## config.mk

```make
export PLATFORM = sky130hd
export DESIGN_NAME = mskaes_ks_ctrl_flat
export DESIGN_NICKNAME = d
export VERILOG_FILES = /design/src/rtl/mskaes_ks_pkg.sv /design/src/rtl/mskaes_ks_ctrl_if.sv /design/src/rtl/mskaes_ks_phase_cnt.sv /design/src/rtl/mskaes_ks_ctrl.sv /design/src/flat_wrapper.sv
export SDC_FILE = /design/constraint.sdc
export NUM_CORES = 1
export LEC_CHECK = 0
export BUFFER_PORTS_ARGS = -buffer_cell sky130_fd_sc_hd__buf_4
export CORE_MARGIN = 2
export CORE_UTILIZATION = 30
export DETAILED_ROUTE_END_ITERATION = 7
export GPL_ROUTABILITY_DRIVEN = 0
export PLACE_DENSITY_LB_ADDON = 0.12
export SLEW_MARGIN = 25
export SYNTH_ARGS = -nofsm -noshare
export SYNTH_HDL_FRONTEND = slang
export SYNTH_SLANG_ARGS = --single-unit
export TNS_END_PERCENT = 30
```

## constraint.sdc

```tcl
create_clock -name clk -period 2.8 [get_ports clk]
set_input_delay 0.42 -clock clk [delete_from_list [all_inputs] [get_ports clk]]
set_output_delay 0.42 -clock clk [all_outputs]
set_load 0.01 [all_outputs]
```

## src/rtl/mskaes_ks_pkg.sv

```systemverilog
// Shared constants for the masked AES key-schedule sequencer:
// state encoding, per-mode Nk and last-word index, and mode decode helpers.
package mskaes_ks_pkg;

  localparam logic [1:0] ST_IDLE = 2'd0;
  localparam logic [1:0] ST_LOAD = 2'd1;
  localparam logic [1:0] ST_RUN  = 2'd2;
  localparam logic [1:0] ST_DONE = 2'd3;

  localparam logic [3:0] NK_128 = 4'd4;
  localparam logic [3:0] NK_192 = 4'd6;
  localparam logic [3:0] NK_256 = 4'd8;

  localparam logic [5:0] LAST_128 = 6'd43;
  localparam logic [5:0] LAST_192 = 6'd51;
  localparam logic [5:0] LAST_256 = 6'd59;

  // 4*Nr+3 is 3 mod Nk for every key size, so a backward pass starts here
  localparam logic [2:0] INV_PHASE_START = 3'd3;

  function automatic logic [3:0] nk_of(input logic m192, input logic m256);
    logic [3:0] nk;
    if (m256) begin
      nk = NK_256;
    end else if (m192) begin
      nk = NK_192;
    end else begin
      nk = NK_128;
    end
    return nk;
  endfunction

  function automatic logic [5:0] last_of(input logic m192, input logic m256);
    logic [5:0] last;
    if (m256) begin
      last = LAST_256;
    end else if (m192) begin
      last = LAST_192;
    end else begin
      last = LAST_128;
    end
    return last;
  endfunction

endpackage

```

## src/rtl/mskaes_ks_ctrl_if.sv

```systemverilog
// Handshake, configuration and rcon-generator control bundle of the
// key-schedule sequencer; the sequencer is the slave side.
interface mskaes_ks_ctrl_if;
  logic       start_valid;
  logic       start_ready;
  logic       mode_192;
  logic       mode_256;
  logic       inverse;
  logic       step_en;
  logic       rcon_init;
  logic       rcon_update;
  logic       mask_rcon;
  logic       rcon_mode_192;
  logic       rcon_mode_256;
  logic       rcon_inverse;
  logic       word_valid;
  logic [5:0] word_idx;
  logic       rot_sub;
  logic       sub_only;
  logic       last_word;
  logic       done;

  modport master (
    output start_valid, mode_192, mode_256, inverse, step_en,
    input  start_ready, rcon_init, rcon_update, mask_rcon,
    input  rcon_mode_192, rcon_mode_256, rcon_inverse,
    input  word_valid, word_idx, rot_sub, sub_only, last_word, done
  );

  modport slave (
    input  start_valid, mode_192, mode_256, inverse, step_en,
    output start_ready, rcon_init, rcon_update, mask_rcon,
    output rcon_mode_192, rcon_mode_256, rcon_inverse,
    output word_valid, word_idx, rot_sub, sub_only, last_word, done
  );
endinterface

```

## src/rtl/mskaes_ks_phase_cnt.sv

```systemverilog
// Up/down modulo-Nk phase counter tracking word_idx mod Nk without a divider.
// Loads 0 (forward) or 3 (inverse) and flags phase 0 and phase 4.
module mskaes_ks_phase_cnt
  import mskaes_ks_pkg::*;
(
  input  logic       clk,
  input  logic       rst_n,
  input  logic       load_i,
  input  logic       step_i,
  input  logic       inverse_i,
  input  logic [3:0] nk_i,
  output logic       phase_zero_o,
  output logic       phase_four_o
);

  logic [2:0] phase_q;
  logic [2:0] phase_d;
  logic [3:0] nk_m1_full_s;
  logic [2:0] nk_m1_s;

  assign nk_m1_full_s = nk_i - 4'd1;
  assign nk_m1_s      = nk_m1_full_s[2:0];

  always_comb begin
    phase_d = phase_q;
    if (load_i) begin
      phase_d = inverse_i ? INV_PHASE_START : 3'd0;
    end else if (step_i) begin
      if (inverse_i) begin
        phase_d = (phase_q == 3'd0) ? nk_m1_s : (phase_q - 3'd1);
      end else begin
        phase_d = (phase_q == nk_m1_s) ? 3'd0 : (phase_q + 3'd1);
      end
    end else begin
      phase_d = phase_q;
    end
  end

  always_ff @(posedge clk or negedge rst_n) begin
    if (!rst_n) begin
      phase_q <= 3'd0;
    end else begin
      phase_q <= phase_d;
    end
  end

  assign phase_zero_o = (phase_q == 3'd0);
  assign phase_four_o = (phase_q == 3'd4);

endmodule

```

## src/rtl/mskaes_ks_ctrl.sv

```systemverilog
// Masked AES key-schedule sequencer: walks the expanded-key word index for
// AES-128/192/256 in either direction and drives the rcon generator controls.
module mskaes_ks_ctrl
  import mskaes_ks_pkg::*;
(
  input  logic                 clk,
  input  logic                 rst_n,
  mskaes_ks_ctrl_if.slave      bus
);

  logic [1:0] state_q, state_d;
  logic [5:0] idx_q, idx_d;
  logic [5:0] end_idx_q;
  logic [3:0] nk_q;
  logic       inv_q, m192_q, m256_q;

  logic       hs_s, run_s, last_s, adv_s;
  logic       ph_zero_s, ph_four_s, ph_inv_s;

  assign hs_s   = bus.start_valid && (state_q == ST_IDLE);
  assign run_s  = (state_q == ST_RUN);
  assign last_s = run_s && (idx_q == end_idx_q);
  assign adv_s  = run_s && bus.step_en;

  // The counter must see the incoming direction on the load cycle
  assign ph_inv_s = hs_s ? bus.inverse : inv_q;

  mskaes_ks_phase_cnt u_phase (
    .clk          (clk),
    .rst_n        (rst_n),
    .load_i       (hs_s),
    .step_i       (adv_s),
    .inverse_i    (ph_inv_s),
    .nk_i         (nk_q),
    .phase_zero_o (ph_zero_s),
    .phase_four_o (ph_four_s)
  );

  always_comb begin
    state_d = state_q;
    case (state_q)
      ST_IDLE: state_d = hs_s ? ST_LOAD : ST_IDLE;
      ST_LOAD: state_d = ST_RUN;
      ST_RUN:  state_d = (adv_s && last_s) ? ST_DONE : ST_RUN;
      ST_DONE: state_d = ST_IDLE;
      default: state_d = ST_IDLE;
    endcase
  end

  always_comb begin
    idx_d = idx_q;
    if (hs_s) begin
      idx_d = bus.inverse ? last_of(bus.mode_192, bus.mode_256)
                          : {2'b00, nk_of(bus.mode_192, bus.mode_256)};
    end else if (adv_s && !last_s) begin
      idx_d = inv_q ? (idx_q - 6'd1) : (idx_q + 6'd1);
    end else begin
      idx_d = idx_q;
    end
  end

  always_ff @(posedge clk or negedge rst_n) begin
    if (!rst_n) begin
      state_q   <= ST_IDLE;
      idx_q     <= 6'd0;
      end_idx_q <= 6'd0;
      nk_q      <= NK_128;
      inv_q     <= 1'b0;
      m192_q    <= 1'b0;
      m256_q    <= 1'b0;
    end else begin
      state_q <= state_d;
      idx_q   <= idx_d;
      // Config is frozen for the whole pass; 256 wins when both mode bits are set
      if (hs_s) begin
        nk_q      <= nk_of(bus.mode_192, bus.mode_256);
        end_idx_q <= bus.inverse ? {2'b00, nk_of(bus.mode_192, bus.mode_256)}
                                 : last_of(bus.mode_192, bus.mode_256);
        inv_q     <= bus.inverse;
        m192_q    <= bus.mode_192 && !bus.mode_256;
        m256_q    <= bus.mode_256;
      end else begin
        nk_q      <= nk_q;
        end_idx_q <= end_idx_q;
        inv_q     <= inv_q;
        m192_q    <= m192_q;
        m256_q    <= m256_q;
      end
    end
  end

  assign bus.start_ready   = (state_q == ST_IDLE);
  assign bus.rcon_init     = (state_q == ST_LOAD);
  assign bus.done          = (state_q == ST_DONE);
  assign bus.word_valid    = run_s;
  assign bus.word_idx      = idx_q;
  assign bus.rot_sub       = run_s && ph_zero_s;
  assign bus.sub_only      = run_s && (nk_q == NK_256) && ph_four_s;
  assign bus.last_word     = last_s;
  assign bus.mask_rcon     = run_s && ph_zero_s;
  assign bus.rcon_update   = adv_s && ph_zero_s;
  assign bus.rcon_mode_192 = m192_q;
  assign bus.rcon_mode_256 = m256_q;
  assign bus.rcon_inverse  = inv_q;

endmodule

```

## src/flat_wrapper.sv

```systemverilog
// flat-port wrapper written by rule: the top's interface ports become plain ports
module mskaes_ks_ctrl_flat import mskaes_ks_pkg::*;
  (clk, rst_n, bus_start_valid, bus_mode_192, bus_mode_256, bus_inverse, bus_step_en, bus_start_ready, bus_rcon_init, bus_rcon_update, bus_mask_rcon, bus_rcon_mode_192, bus_rcon_mode_256, bus_rcon_inverse, bus_word_valid, bus_word_idx, bus_rot_sub, bus_sub_only, bus_last_word, bus_done);
  mskaes_ks_ctrl_if bus_i ();
  input  logic clk;
  input  logic rst_n;
  input wire logic [$bits(bus_i.start_valid)-1:0] bus_start_valid;
  input wire logic [$bits(bus_i.mode_192)-1:0] bus_mode_192;
  input wire logic [$bits(bus_i.mode_256)-1:0] bus_mode_256;
  input wire logic [$bits(bus_i.inverse)-1:0] bus_inverse;
  input wire logic [$bits(bus_i.step_en)-1:0] bus_step_en;
  output wire logic [$bits(bus_i.start_ready)-1:0] bus_start_ready;
  output wire logic [$bits(bus_i.rcon_init)-1:0] bus_rcon_init;
  output wire logic [$bits(bus_i.rcon_update)-1:0] bus_rcon_update;
  output wire logic [$bits(bus_i.mask_rcon)-1:0] bus_mask_rcon;
  output wire logic [$bits(bus_i.rcon_mode_192)-1:0] bus_rcon_mode_192;
  output wire logic [$bits(bus_i.rcon_mode_256)-1:0] bus_rcon_mode_256;
  output wire logic [$bits(bus_i.rcon_inverse)-1:0] bus_rcon_inverse;
  output wire logic [$bits(bus_i.word_valid)-1:0] bus_word_valid;
  output wire logic [$bits(bus_i.word_idx)-1:0] bus_word_idx;
  output wire logic [$bits(bus_i.rot_sub)-1:0] bus_rot_sub;
  output wire logic [$bits(bus_i.sub_only)-1:0] bus_sub_only;
  output wire logic [$bits(bus_i.last_word)-1:0] bus_last_word;
  output wire logic [$bits(bus_i.done)-1:0] bus_done;
  assign bus_i.start_valid = bus_start_valid;
  assign bus_i.mode_192 = bus_mode_192;
  assign bus_i.mode_256 = bus_mode_256;
  assign bus_i.inverse = bus_inverse;
  assign bus_i.step_en = bus_step_en;
  assign bus_start_ready = bus_i.start_ready;
  assign bus_rcon_init = bus_i.rcon_init;
  assign bus_rcon_update = bus_i.rcon_update;
  assign bus_mask_rcon = bus_i.mask_rcon;
  assign bus_rcon_mode_192 = bus_i.rcon_mode_192;
  assign bus_rcon_mode_256 = bus_i.rcon_mode_256;
  assign bus_rcon_inverse = bus_i.rcon_inverse;
  assign bus_word_valid = bus_i.word_valid;
  assign bus_word_idx = bus_i.word_idx;
  assign bus_rot_sub = bus_i.rot_sub;
  assign bus_sub_only = bus_i.sub_only;
  assign bus_last_word = bus_i.last_word;
  assign bus_done = bus_i.done;
  mskaes_ks_ctrl u_core (.clk(clk), .rst_n(rst_n), .bus(bus_i));
endmodule
```

=== Yosys cells after proc, flatten, opt, wreduce, memory -nomap -nowiden ===
Index checks and enable logic that the tools add are counted.

* Output and inout port bits: 18
* Word-level logic and storage cells: 55
* Bits of input ports: 7
* Register bits: 24

* Muxes and demuxes: 19
* Reductions and logical operators: 16
* Add/subtract/negate cells: 5
* Equal/unequal tests: 7

{| class="wikitable"
|+ Operator list
! operator !! number
|-
| 6-bit two-way mux || 6
|-
| 3-bit two-way mux || 5
|-
| 1-bit logical AND || 10
|-
| 2-bit one-hot mux with 4 select lines || 1
|-
| 6-bit by 1-bit adder with 6-bit output, second input constant || 1
|-
| 6-bit equality test || 1
|-
| 3-bit by 1-bit subtractor with 3-bit output, second input constant || 2
|-
| 6-bit by 1-bit subtractor with 6-bit output, second input constant || 1
|-
| 5-bit two-way mux || 1
|-
| 2-bit equality test, second input constant || 2
|-
| 4-bit equality test, second input constant || 1
|-
| 2-bit two-way mux || 2
|-
| 4-bit two-way mux || 1
|-
| 2-bit nonzero test || 2
|-
| 3-bit by 1-bit adder with 3-bit output, second input constant || 1
|-
| 3-bit equality test || 1
|-
| 3-bit equality test, second input constant || 1
|-
| 3-bit zero test || 1
|-
| 1-bit two-way mux || 3
|-
| 2-bit by 1-bit equality test with 1-bit output, second input constant || 1
|-
| 1-bit zero test || 2
|-
| 2-bit zero test || 1
|}

=== Logic depth before layout (Yosys ltp) ===
* Depth after elaboration: 6
* Mapped depth: 8

=== By module ===
Synthesis repeated with hierarchy kept, for this count alone.

* Cells, all modules: 171
* Area, all modules: 1514.0 um^2

{| class="wikitable"
|+ By module, submodules not included
! module !! area an instance (um^2) !! cells each !! instances
|-
| mskaes_ks_ctrl || 1114.8 || 121 || 1
|-
| mskaes_ks_phase_cnt || 399.1 || 50 || 1
|}

=== Worst setup path after synthesis ===
OpenSTA, ideal clock, no wires.

* Path type: register -> register
* Start: register u_core.inv_q (netlist: u_core.bus.rcon_inverse)
* End: register u_core.idx_q[5] (netlist: u_core.bus.word_idx[5])
* Setup time: 126 ps
* Data arrival time: 2005 ps
* Path slack: 669 ps
* Stages on the path, launching flop included: 7
* Period minus slack after synthesis: 2131 ps
* Buffers on the path: 0
* Data required time: 2674 ps
* Cells stage by stage: dfrtp_1 -> ha_1 -> o21ai_0 -> or4b_2 -> o31a_1 -> o221a_2 -> o32a_1

* Longest elaborated chain between the ends: 3

{| class="wikitable"
|+ RTL lines
! element !! RTL line !! RTL
|-
| start: declaration || mskaes_ks_ctrl.sv:15 || <nowiki>logic inv_q, m192_q, m256_q;</nowiki>
|-
| start signal: assignment || mskaes_ks_ctrl.sv:79 || <nowiki>inv_q <= bus.inverse;</nowiki>
|-
| start signal: assignment || mskaes_ks_ctrl.sv:85 || <nowiki>inv_q <= inv_q;</nowiki>
|-
| 6-bit two-way mux || mskaes_ks_ctrl.sv:56 || <nowiki>idx_d = inv_q ? (idx_q - 6'd1) : (idx_q + 6'd1);</nowiki>
|-
| 6-bit two-way mux || mskaes_ks_ctrl.sv:55 || <nowiki>end else if (adv_s && !last_s) begin</nowiki>
|-
| 6-bit two-way mux || mskaes_ks_ctrl.sv:52 || <nowiki>if (hs_s) begin</nowiki>
|-
| end signal: assignment || mskaes_ks_ctrl.sv:73 || <nowiki>idx_q <= idx_d;</nowiki>
|-
| end: declaration || mskaes_ks_ctrl.sv:12 || <nowiki>logic [5:0] idx_q, idx_d;</nowiki>
|}

No other way between the ends. The select of a mux whose other input is x is not followed.
A chain may end at the register's enable or synchronous reset.

=== Final worst setup path ===
Ends and elaborated chain as after synthesis.

==> flow_summary_export.csv <==
group,metric,value,unit
placed_design,detailed_place_hpwl,2.58,mm
logic_synthesis,syn_inst,157,
logic_synthesis,yosys.area.top_type,"dfrtp_1",
global_route,grt_pass1_wl,5.74,mm
timing,finalCriticalPeriod,2260,ps
pwr,leakage,0.791,nW
cells_and_area,seqCellArea,502,um^2
logic_synthesis,yosys_warnings,0,
logic_synthesis,synth_cell_types,41,
logic_synthesis,synth_edf_count,0,
global_route,met3_usage,2.49,%
setup_path,regToRegStartpoint,"u_core.bus.rcon_inverse",
global_route,grt_use_total,14.1,%
cells_and_area,n_antenna_cell,0,
clocking,post_cts_resized,0,
routing,drc_errors,0,
global_route,grt_busiest_layer,"met2",
clocking,cts_tree,"yes",
global_route,grt_pass1_vias,1165,
setup_path,worstSetupStartpoint,"u_core.bus.rcon_inverse",
die,rows,25,
timing,drv_slew,0,
global_route,grt_max_degree,21,
cells_and_area,fin_area,0.00171,mm^2
logic_synthesis,yosys-top-cells-count,"dfrtp_1, nand2_1, o21ai_0, ha_1, inv_1",
setup_path,worstRegToRegCells,6,
timing,rsz0062_at_grt,"no",
setup_path,cp.required,2950,ps
cells_and_area,layout.cells.non_filler,234,
global_route,met2_usage,23.7,%
cells_and_area,nNetsFinal,202,
routing,drtPass1Iterations,4,
global_route,grt_antenna_before_repair,0,
setup_path,end_kind,"register",
placed_design,place_ws,578,ps
pwr,power_density,1280,mW/mm^2
outcome,status,"finished, final reports clean",
clocking,ctsLongestPathBuffers,2,
clocking,cts-root-buf,"clkbuf_8",
pwr,ir_worst_vdd,0.617,mV
routing,drtIter0Drc,54,
placed_design,dp.cells,230,
timing,hold_viol,0,
clocking,cts-htree-levels,1,
logic_synthesis,synth_top_cell_area_share,33.3,%
timing,hold_slack,29.8,ps
cells_and_area,fillers,478,
die,core_area,0.00466,mm^2
min_path,min_path_type,"in -> async",
routing,antenna_left,0,
logic_synthesis,synth.yosys.seq_area_share,35.2,%
setup_path,cp_slowest_cell,"or4b_2",
die,die_h,73.0,um
setup_path,critical_path.max_stage_delay,630,ps
setup_path,path_max_fanout,10,
clocking,cts_setup_buffers,0,
setup_path,arrival,2410,ps
die,dieArea,0.00532,mm^2
timing,setup_viol,0,
clocking,clk_pin_slew,90,ps
cells_and_area,area_growth,19.6,%
die,ios,25,
timing,relSlewSlack,59.8,%
routing,drt_wl_total,3.50,mm
clocking,hold_buffers,0,
setup_path,reg2reg_slack,540,ps
routing,via_per_inst,5.15,
die,initial_core_util,30.6,%
setup_path,start_kind,"register",
timing,clock-skew-final,3.93,ps
clocking,cts.sinks,20,
timing,tightestPinTransition,601,ps
timing,setup_ws,542,ps
cells_and_area,final_core_util,36.6,%
setup_path,crit_path_end,"u_core.bus.word_idx[5]",
cells_and_area,multiInputGateArea,850,um^2
logic_synthesis,synth.avg_cell_area,9.09,um^2
logic_synthesis,synth_ff_type,"dfrtp_1",
run,max_cap_violations,0,
placed_design,io_buffer_count,24,
cells_and_area,drive_gt1_share,22.2,%
setup_path,crit_type,"reg -> reg",
logic_synthesis,ys_ff_latch,20,
logic_synthesis,synth-async-reset-ratio,100,%
timing,setup_tns,0,ps
logic_synthesis,netlist_top_cells_area,"dfrtp_1, ha_1, o21ai_0",
placed_design,place_area,0.00165,mm^2
routing,wire_per_inst,14.9,um
clocking,clock_latency,260,ps
die,die_x,73.0,um
setup_path,path_cells,"ha_1 -> o21ai_0 -> or4b_2 -> o31a_1 -> o221a_2 -> o32a_1",
global_route,grt-ovfl-total,0,
logic_synthesis,synthesis.area,0.00143,mm^2
clocking,cts_made_buffers,3,
timing,fmax,443,MHz
setup_path,worst_r2r_endpoint,"u_core.bus.word_idx[5]",
global_route,grtUsageMet1,18.2,%
routing,via_count,1204,
logic_synthesis,synth_nets,178,
timing,period_share,80.7,%
pwr,total_power,2.19,mW
==> layout by cell type (no fill, tap or decap), drive strengths merged, types with 2 or more instances in the layout <==
cell type  netlist  routed
o21ai           18      18
mux2             3       3
nor3             3       3
xnor2            2       2
and2             3       3
o21a             2       2
a31oi            2       2
ha              13      13
nor2             9       9
buf              2      25
nand2           19      19
nor2b            4       4
nand3            2       2
xor2             6       6
o31ai            3       3
clkbuf           4       4
mux2i            3       3
a21oi            5       5
nor3b            2       2
a211oi           4       4
inv             12      12
dfrtp           19      19
and3             2       2
==> state kept, by name (all words and copies together) (netlist names) <==
register,cells
u_core.state_q,2
u_core.bus.word_idx,6
u_core.nk_q,2
u_core.bus.rcon_mode_192,1
u_core.end_idx_q,5
u_core.bus.rcon_inverse,1
u_core.u_phase.phase_q,3
==> kinds of logic after synthesis <==
logic type      Yosys count  synth area share (%)
mux                       6                  5.26
fa+ha+maj                14                  12.8
buf+inv                  18                  5.26
flops                    20                  35.2
simple gates             48                  16.6
xor+xnor                  8                  4.91
compound gates           43                  20.0
==> metal layers <==
layer,wire length (um),vias to the layer above,part of all wire [%]
met3,126,2,3.6
li1,-,603,-
met1,1660,576,48
met5,0,-,0
met2,1680,23,48
met4,27,0,0.77
==> worst min-delay path by stage <==
stage | start | depth (start not counted) | end
floorplan | rst_n | 0 | u_core.bus.rcon_inverse
global placement | rst_n | 1 | u_core.state_q[1]
detailed placement | rst_n | 1 | u_core.state_q[1]
CTS | rst_n | 1 | u_core.state_q[1]
global route | rst_n | 1 | u_core.end_idx_q[0]
finish | rst_n | 1 | u_core.state_q[1]
==> critical path, delay by kind of cell (launching register included) <==
kind / cells / cell delay, ps
AO/OA/AOI/OAI: 4 / 640
AND/OR/NAND/NOR: 1 / 630
adder cells (fa/ha/maj): 1 / 380
flip-flops: 1 / 500
==> final cells by class <==
cell class / count / area share (%)
clock buffer: 4 / 3.23
inverter: 12 / 2.64
multi-input combinational: 119 / 49.8
sequential: 20 / 29.4
tap: 54 / 3.96
timing repair buffer: 25 / 11.0
==> power by group <==
group | internal [mW] | switching (mW)
logic | 0.655 | 0.695
clock network | 0.125 | 0.108
registers | 0.436 | 0.172
(Power assumes the default switching activity.)
